### config.mk
export PLATFORM = sky130hd
export DESIGN_NAME = microcode_sequencer
export DESIGN_NICKNAME = d
export VERILOG_FILES = /design/src/rtl/microcode_pkg.sv /design/src/rtl/microcode_ram.sv /design/src/rtl/microcode_sequencer.sv
export SDC_FILE = /design/constraint.sdc
export NUM_CORES = 2
export LEC_CHECK = 0
export CORE_AREA = 2 2 645 647
export DETAILED_ROUTE_END_ITERATION = 12
export DIE_AREA = 0 0 647 649
export GPL_ROUTABILITY_DRIVEN = 1
export PLACE_DENSITY = 0.47
export SETUP_SLACK_MARGIN = 0.3
export SLEW_MARGIN = 10
export SYNTH_ARGS = -nofsm -noshare
export SYNTH_HDL_FRONTEND = slang
export SYNTH_SLANG_ARGS = --single-unit
### constraint.sdc
create_clock -name clk -period 4.3 [get_ports clk]
set_clock_uncertainty 0.15 [all_clocks]
set_input_delay 1.29 -clock clk [delete_from_list [all_inputs] [get_ports clk]]
set_output_delay 1.29 -clock clk [all_outputs]
set_load 0.05 [all_outputs]
### src/rtl/microcode_pkg.sv
// rtl/microcode_pkg.sv - shared constants for the nibble-CPU microcode sequencer
package microcode_pkg;

    localparam int OP_W_DEF       = 4;
    localparam int FLAG_W_DEF     = 2;
    localparam int PH_W_DEF       = 2;
    localparam int CW_DEF         = 13;
    localparam bit FLAG_LATCH_DEF = 1'b1;

    // Table address is {opcode, flags, phase}, phase in the low bits.
    localparam int ADDR_PHASE_LSB = 0;
    localparam int ADDR_FLAG_LSB  = PH_W_DEF;
    localparam int ADDR_OP_LSB    = PH_W_DEF + FLAG_W_DEF;
    localparam int ADDR_W_DEF     = OP_W_DEF + FLAG_W_DEF + PH_W_DEF;

    localparam int END_BIT = CW_DEF;

    typedef logic [CW_DEF:0]     uword_t;
    typedef logic [ADDR_W_DEF-1:0] uaddr_t;

    localparam int CTL_PC_INC    = 0;
    localparam int CTL_PC_LOAD   = 1;
    localparam int CTL_MAR_LOAD  = 2;
    localparam int CTL_RAM_RD    = 3;
    localparam int CTL_RAM_WR    = 4;
    localparam int CTL_IR_LOAD   = 5;
    localparam int CTL_A_LOAD    = 6;
    localparam int CTL_B_LOAD    = 7;
    localparam int CTL_ALU_OUT   = 8;
    localparam int CTL_ALU_SUB   = 9;
    localparam int CTL_FLAG_LOAD = 10;
    localparam int CTL_OUT_LOAD  = 11;
    localparam int CTL_HALT      = 12;

endpackage

### src/rtl/microcode_ram.sv
// rtl/microcode_ram.sv - writable microcode table, sync write, async read, no reset
module microcode_ram
    import microcode_pkg::*;
#(
    parameter int AW = ADDR_W_DEF,
    parameter int DW = CW_DEF + 1
) (
    input  logic          clk,
    input  logic          wr_en,
    input  logic [AW-1:0] wr_addr,
    input  logic [DW-1:0] wr_data,
    input  logic [AW-1:0] rd_addr,
    output logic [DW-1:0] rd_data
);

    logic [DW-1:0] mem [0:(2**AW)-1];

    always_ff @(posedge clk) begin
        if (wr_en) begin
            mem[wr_addr] <= wr_data;
        end
    end

    // A read in the write cycle sees the pre-edge contents.
    assign rd_data = mem[rd_addr];

endmodule

### src/rtl/microcode_sequencer.sv
// rtl/microcode_sequencer.sv - phase counter, op/flag latches and registered control word
module microcode_sequencer
    import microcode_pkg::*;
#(
    parameter int OP_W       = OP_W_DEF,
    parameter int FLAG_W     = FLAG_W_DEF,
    parameter int PH_W       = PH_W_DEF,
    parameter int CW         = CW_DEF,
    parameter bit FLAG_LATCH = FLAG_LATCH_DEF
) (
    input  logic                     clk,
    input  logic                     reset,
    input  logic                     en,
    input  logic [OP_W-1:0]          opcode,
    input  logic [FLAG_W-1:0]        flags,
    input  logic                     wr_en,
    input  logic [OP_W+FLAG_W+PH_W-1:0] wr_addr,
    input  logic [CW:0]              wr_data,
    output logic [CW-1:0]            ctrl,
    output logic [PH_W-1:0]          phase,
    output logic                     last,
    output logic                     fetch
);

    localparam int AW = OP_W + FLAG_W + PH_W;

    logic [PH_W-1:0]   phase_r;
    logic [OP_W-1:0]   op_r;
    logic [FLAG_W-1:0] flag_r;
    logic [OP_W-1:0]   eff_op;
    logic [FLAG_W-1:0] eff_flags;
    logic [AW-1:0]     rd_addr;
    logic [CW:0]       word;
    logic              phase_zero;
    logic              ends;

    assign phase_zero = (phase_r == '0);
    assign eff_op     = phase_zero ? opcode : op_r;
    assign eff_flags  = (FLAG_LATCH && !phase_zero) ? flag_r : flags;
    assign rd_addr    = {eff_op, eff_flags, phase_r};
    // An instruction ends on an END word or when the phase counter runs out.
    assign ends       = word[CW] | (phase_r == '1);
    assign fetch      = phase_zero;

    microcode_ram #(
        .AW (AW),
        .DW (CW + 1)
    ) u_ram (
        .clk     (clk),
        .wr_en   (wr_en),
        .wr_addr (wr_addr),
        .wr_data (wr_data),
        .rd_addr (rd_addr),
        .rd_data (word)
    );

    always_ff @(posedge clk) begin
        if (reset) begin
            phase_r <= '0;
            op_r    <= '0;
            flag_r  <= '0;
            ctrl    <= '0;
            phase   <= '0;
            last    <= 1'b0;
        end else if (en) begin
            ctrl  <= word[CW-1:0];
            phase <= phase_r;
            last  <= ends;
            if (phase_zero) begin
                op_r   <= opcode;
                flag_r <= flags;
            end
            phase_r <= ends ? '0 : phase_r + 1'b1;
        end
    end

endmodule

==> flow_metrics.env <==
export IMPL_routed_wl_um=422000
export IMPL_cts_hold_buf=0
export IMPL_postLayoutCoreUtil_pct=40.3
export IMPL_final_antenna_net_count=0
export IMPL_slew_headroom_pct=23.0
export IMPL_crit_family="buffers and inverters"
export IMPL_synthArstFlopShare_pct=0
export IMPL_die_area_mm2=0.420
export IMPL_period_share_pct=93.9
export IMPL_ioPinCount=49
export IMPL_syn_to_final_growth_pct=18.7
export IMPL_numCtsBuffers=385
export IMPL_p_leak_nw=52.1
export IMPL_setup_tns_final_ns=0
export IMPL_crit_buf_inv=5
export IMPL_status="completed"
export IMPL_ys_seq_area_share_pct=77.3
export IMPL_reg2reg_depth=11
export IMPL_cts_tree="built"
export IMPL_pre_cts_slack_ns=-0.942
export IMPL_via_per_inst=5.32
export IMPL_crit_end="last"
export IMPL_crit_type="in2reg"
export IMPL_hold_path_class="reg2reg"
export IMPL_synth_cells=6710
export IMPL_ys_flop_type="edfxtp_1"
export IMPL_multi_input_area_mm2=0.0300
export IMPL_maxSlewViolCount=0
export IMPL_crit_reg2reg_launch="phase_r[1]"
export IMPL_start_util_pct=33.9
export IMPL_synth_cell_area_mm2=0.140
export IMPL_die_x_um=647
export IMPL_synth_seq_cells=3608
export IMPL_register_area_mm2=0.108
export IMPL_gr_usage_all_layers_pct=19.8
export IMPL_nets=7586
export IMPL_hold_ws_ns=0.347
export IMPL_rows=236
export IMPL_clkLatencyLatePin_ns=0.98
export IMPL_max_freq_mhz=248
export IMPL_setup_violations=0
export IMPL_synth_nets=6744
export IMPL_r2r_end="last"
export IMPL_worstPathArrival_ns=4.73
export IMPL_grt_max_degree=140
export IMPL_drive_gt1_share_pct=29.9
export IMPL_drc=0
export IMPL_crit_chain="clkdlybuf4s50_1, buf_4, mux2i_4, buf_12, buf_12, and2_1, a211oi_1, a211oi_1, a41oi_1, buf_4, a311oi_1"
export IMPL_grt_pass1_wl_um=586000
export IMPL_finalHoldViolCount=0
export IMPL_yosys_warnings=0
export IMPL_tightest_slew_ns=1.15
export IMPL_cts_max_path_buffers=4
export IMPL_dr_first_iter_drc_count=8047
export IMPL_place_detailed_hpwl_um=265000
export IMPL_max_stage_delay_ns=0.70
export IMPL_synth_edf_count=3584
export IMPL_grt_ovfl_total=0
export IMPL_vias=71000
export IMPL_cts_sinks=3608
export IMPL_crit_fanout=15
export IMPL_antenna_found_initial=22
export IMPL_irDropWorstVdd_mv=0.336
export IMPL_cts_clk_slew_worst_paths_ns=0.06
export IMPL_rsz0062_at_grt="no"
export IMPL_cp_data_required_time_ns=5.00
export IMPL_nFillCells=36500
export IMPL_crit_start="flags[0]"
export IMPL_r2r_slack_ns=0.31
export IMPL_die_h_um=649
export IMPL_min_from="phase[0]"
export IMPL_cp_depth=11
export IMPL_min_period_ns=4.04
export IMPL_whs_path_depth=2
export IMPL_endpoint_kind="flip-flop"
export IMPL_finalWeightedCongestion=0.856
export IMPL_core_area_mm2=0.413
export IMPL_drv_cap=0
export IMPL_powerDensity_mw_per_mm2=514
export IMPL_total_power_mw=85.3
export IMPL_slowest_stage="a211oi_1"
export IMPL_first_pass_iters=6
export IMPL_post_drt_wl_per_cell_um=31.6
export IMPL_cp_start_kind="input port"
export IMPL_synth_avg_cell_area_um2=20.8
export IMPL_fin_ws_ns=0.264
export IMPL_io_buffers=48
export IMPL_htree_levels=5
export IMPL_ys_types=59
export IMPL_grt_pass1_vias=72300
export IMPL_cts_root_buffer="clkbuf_16"
how the worst min path moves through the flow:
stage / slack, ns / endpoint
floorplan: 0.32 / op_r[2]
finish: 0.35 / phase[0]
global route: 0.39 / phase[0]
CTS: 0.36 / phase[0]
detailed placement: 0.34 / phase[0]
global placement: 0.33 / phase[1]
metal layers:
metal	up-vias	GRT usage, %	routed length, µm
li1	29400	-	-
met1	38800	28.0	182000
met2	2283	32.2	203000
met3	507	2.79	24800
met4	0	4.84	10800
met5	-	0	0
area by class of cell:
| type | instances | share of cell area [%] |
|---|---|---|
| clock inverter | 198 | 1.19 |
| sequential | 3608 | 65.1 |
| tap | 5474 | 4.12 |
| inverter | 6 | 0.0136 |
| timing repair buffer | 871 | 5.31 |
| antenna | 10 | 0.0151 |
| multi-input combinational | 2680 | 18.1 |
| clock buffer | 500 | 6.17 |
cell families (layout without fill, tap and decap cells):
family,Yosys count,count (layout),share of synthesized area (%)
flops,3608,3608,77.3
simple gates,1416,1416,4.51
mux,975,975,15.0
buf+inv,422,1575,1.58
compound gates,287,287,1.61
fa+ha+maj,2,2,0.0179
other cells,0,10,0
worst min-delay path, stage by stage, from the launching register on:
cell and delay [ns]:
dfxtp_1 0.32, mux2i_1 0.06, nor2_1 0.07
sequential cells by signal (all words and copies together), names as in the netlist:
signal / flops
phase: 2
u_ram.mem: 3584
phase_r: 2
last: 1
ctrl: 13
op_r: 4
flag_r: 2
what timing repair did:
action | in CTS | in global routing
setup buffers | 0 | 1
setup endpoints to repair | 21 | 5
gates resized for setup | 20 | 5
synthesized netlist by cell type (all sizes together) (2+ instances only):
library cell / n / share of area, %
nor3: 4 / 0.014
or3: 15 / 0.067
mux2i: 62 / 0.45
nand3: 55 / 0.20
a211oi: 11 / 0.059
o31ai: 13 / 0.070
or4b: 3 / 0.021
nor2: 271 / 0.73
dfxtp: 24 / 0.34
ha: 2 / 0.018
a31oi: 13 / 0.058
a32oi: 2 / 0.013
or3b: 2 / 0.013
nor4: 40 / 0.18
nor4b: 12 / 0.13
and3: 183 / 0.82
clkbuf: 155 / 0.42
o21bai: 12 / 0.064
nor3b: 4 / 0.021
inv: 6 / 0.016
mux4: 896 / 14
or2: 2 / 0.0089
a311o: 24 / 0.17
nand2: 781 / 2.1
a41o: 2 / 0.014
nand4: 19 / 0.085
o211ai: 2 / 0.011
a311oi: 119 / 0.74
edfxtp: 3584 / 77
mux2: 17 / 0.14
buf: 261 / 1.2
nand2b: 2 / 0.0089
nand3b: 3 / 0.016
a21oi: 37 / 0.13
nor2b: 9 / 0.040
and3b: 3 / 0.019
and2: 4 / 0.018
o32ai: 14 / 0.088
o22ai: 15 / 0.067
o21ai: 14 / 0.050
a2111o: 2 / 0.016
power breakdown:
part | internal, mW | leakage, nW | switching, mW | total, mW
registers | 38.8 | 32.4 | 0.192 | 39.0
clock network | 18.6 | 5.92 | 13.8 | 32.4
logic | 5.76 | 13.8 | 8.14 | 13.9
through the flow:
step | cell area [µm²] | instances
after global routing | 166000 | 13300
after CTS | 166000 | 13300
after detailed placement | 154000 | 12600
after floorplan | 140000 | 6710
after global placement | 154000 | 12600
final | 166000 | 13300
placed cells by master, fill, tap and decap left out, types with 10 or more instances in the layout:
master and n:
edfxtp_1 3584, mux4_2 896, nand2_1 781, buf_4 653, clkbuf_16 390, nor2_1 269, and3_1 183, buf_12 167
a311oi_1 118, clkbuf_1 103, clkinv_1 76, mux2i_1 60, clkinv_2 57, nand3_1 46, a21oi_1 37, bufinv_16 30
clkdlybuf4s50_1 25, a311o_1 24, nand4_1 19, nor4_1 18, dfxtp_1 17, or3_1 15, mux2_2 15, o32ai_1 14
buf_8 14, o31ai_1 13, o22ai_1 13, clkinvlp_4 13, nor4_2 12, o21bai_1 12, nor4b_2 12, a211oi_1 11
diode_2 10, nor4_4 10
No activity file was read; power rests on OpenSTA's default activity.
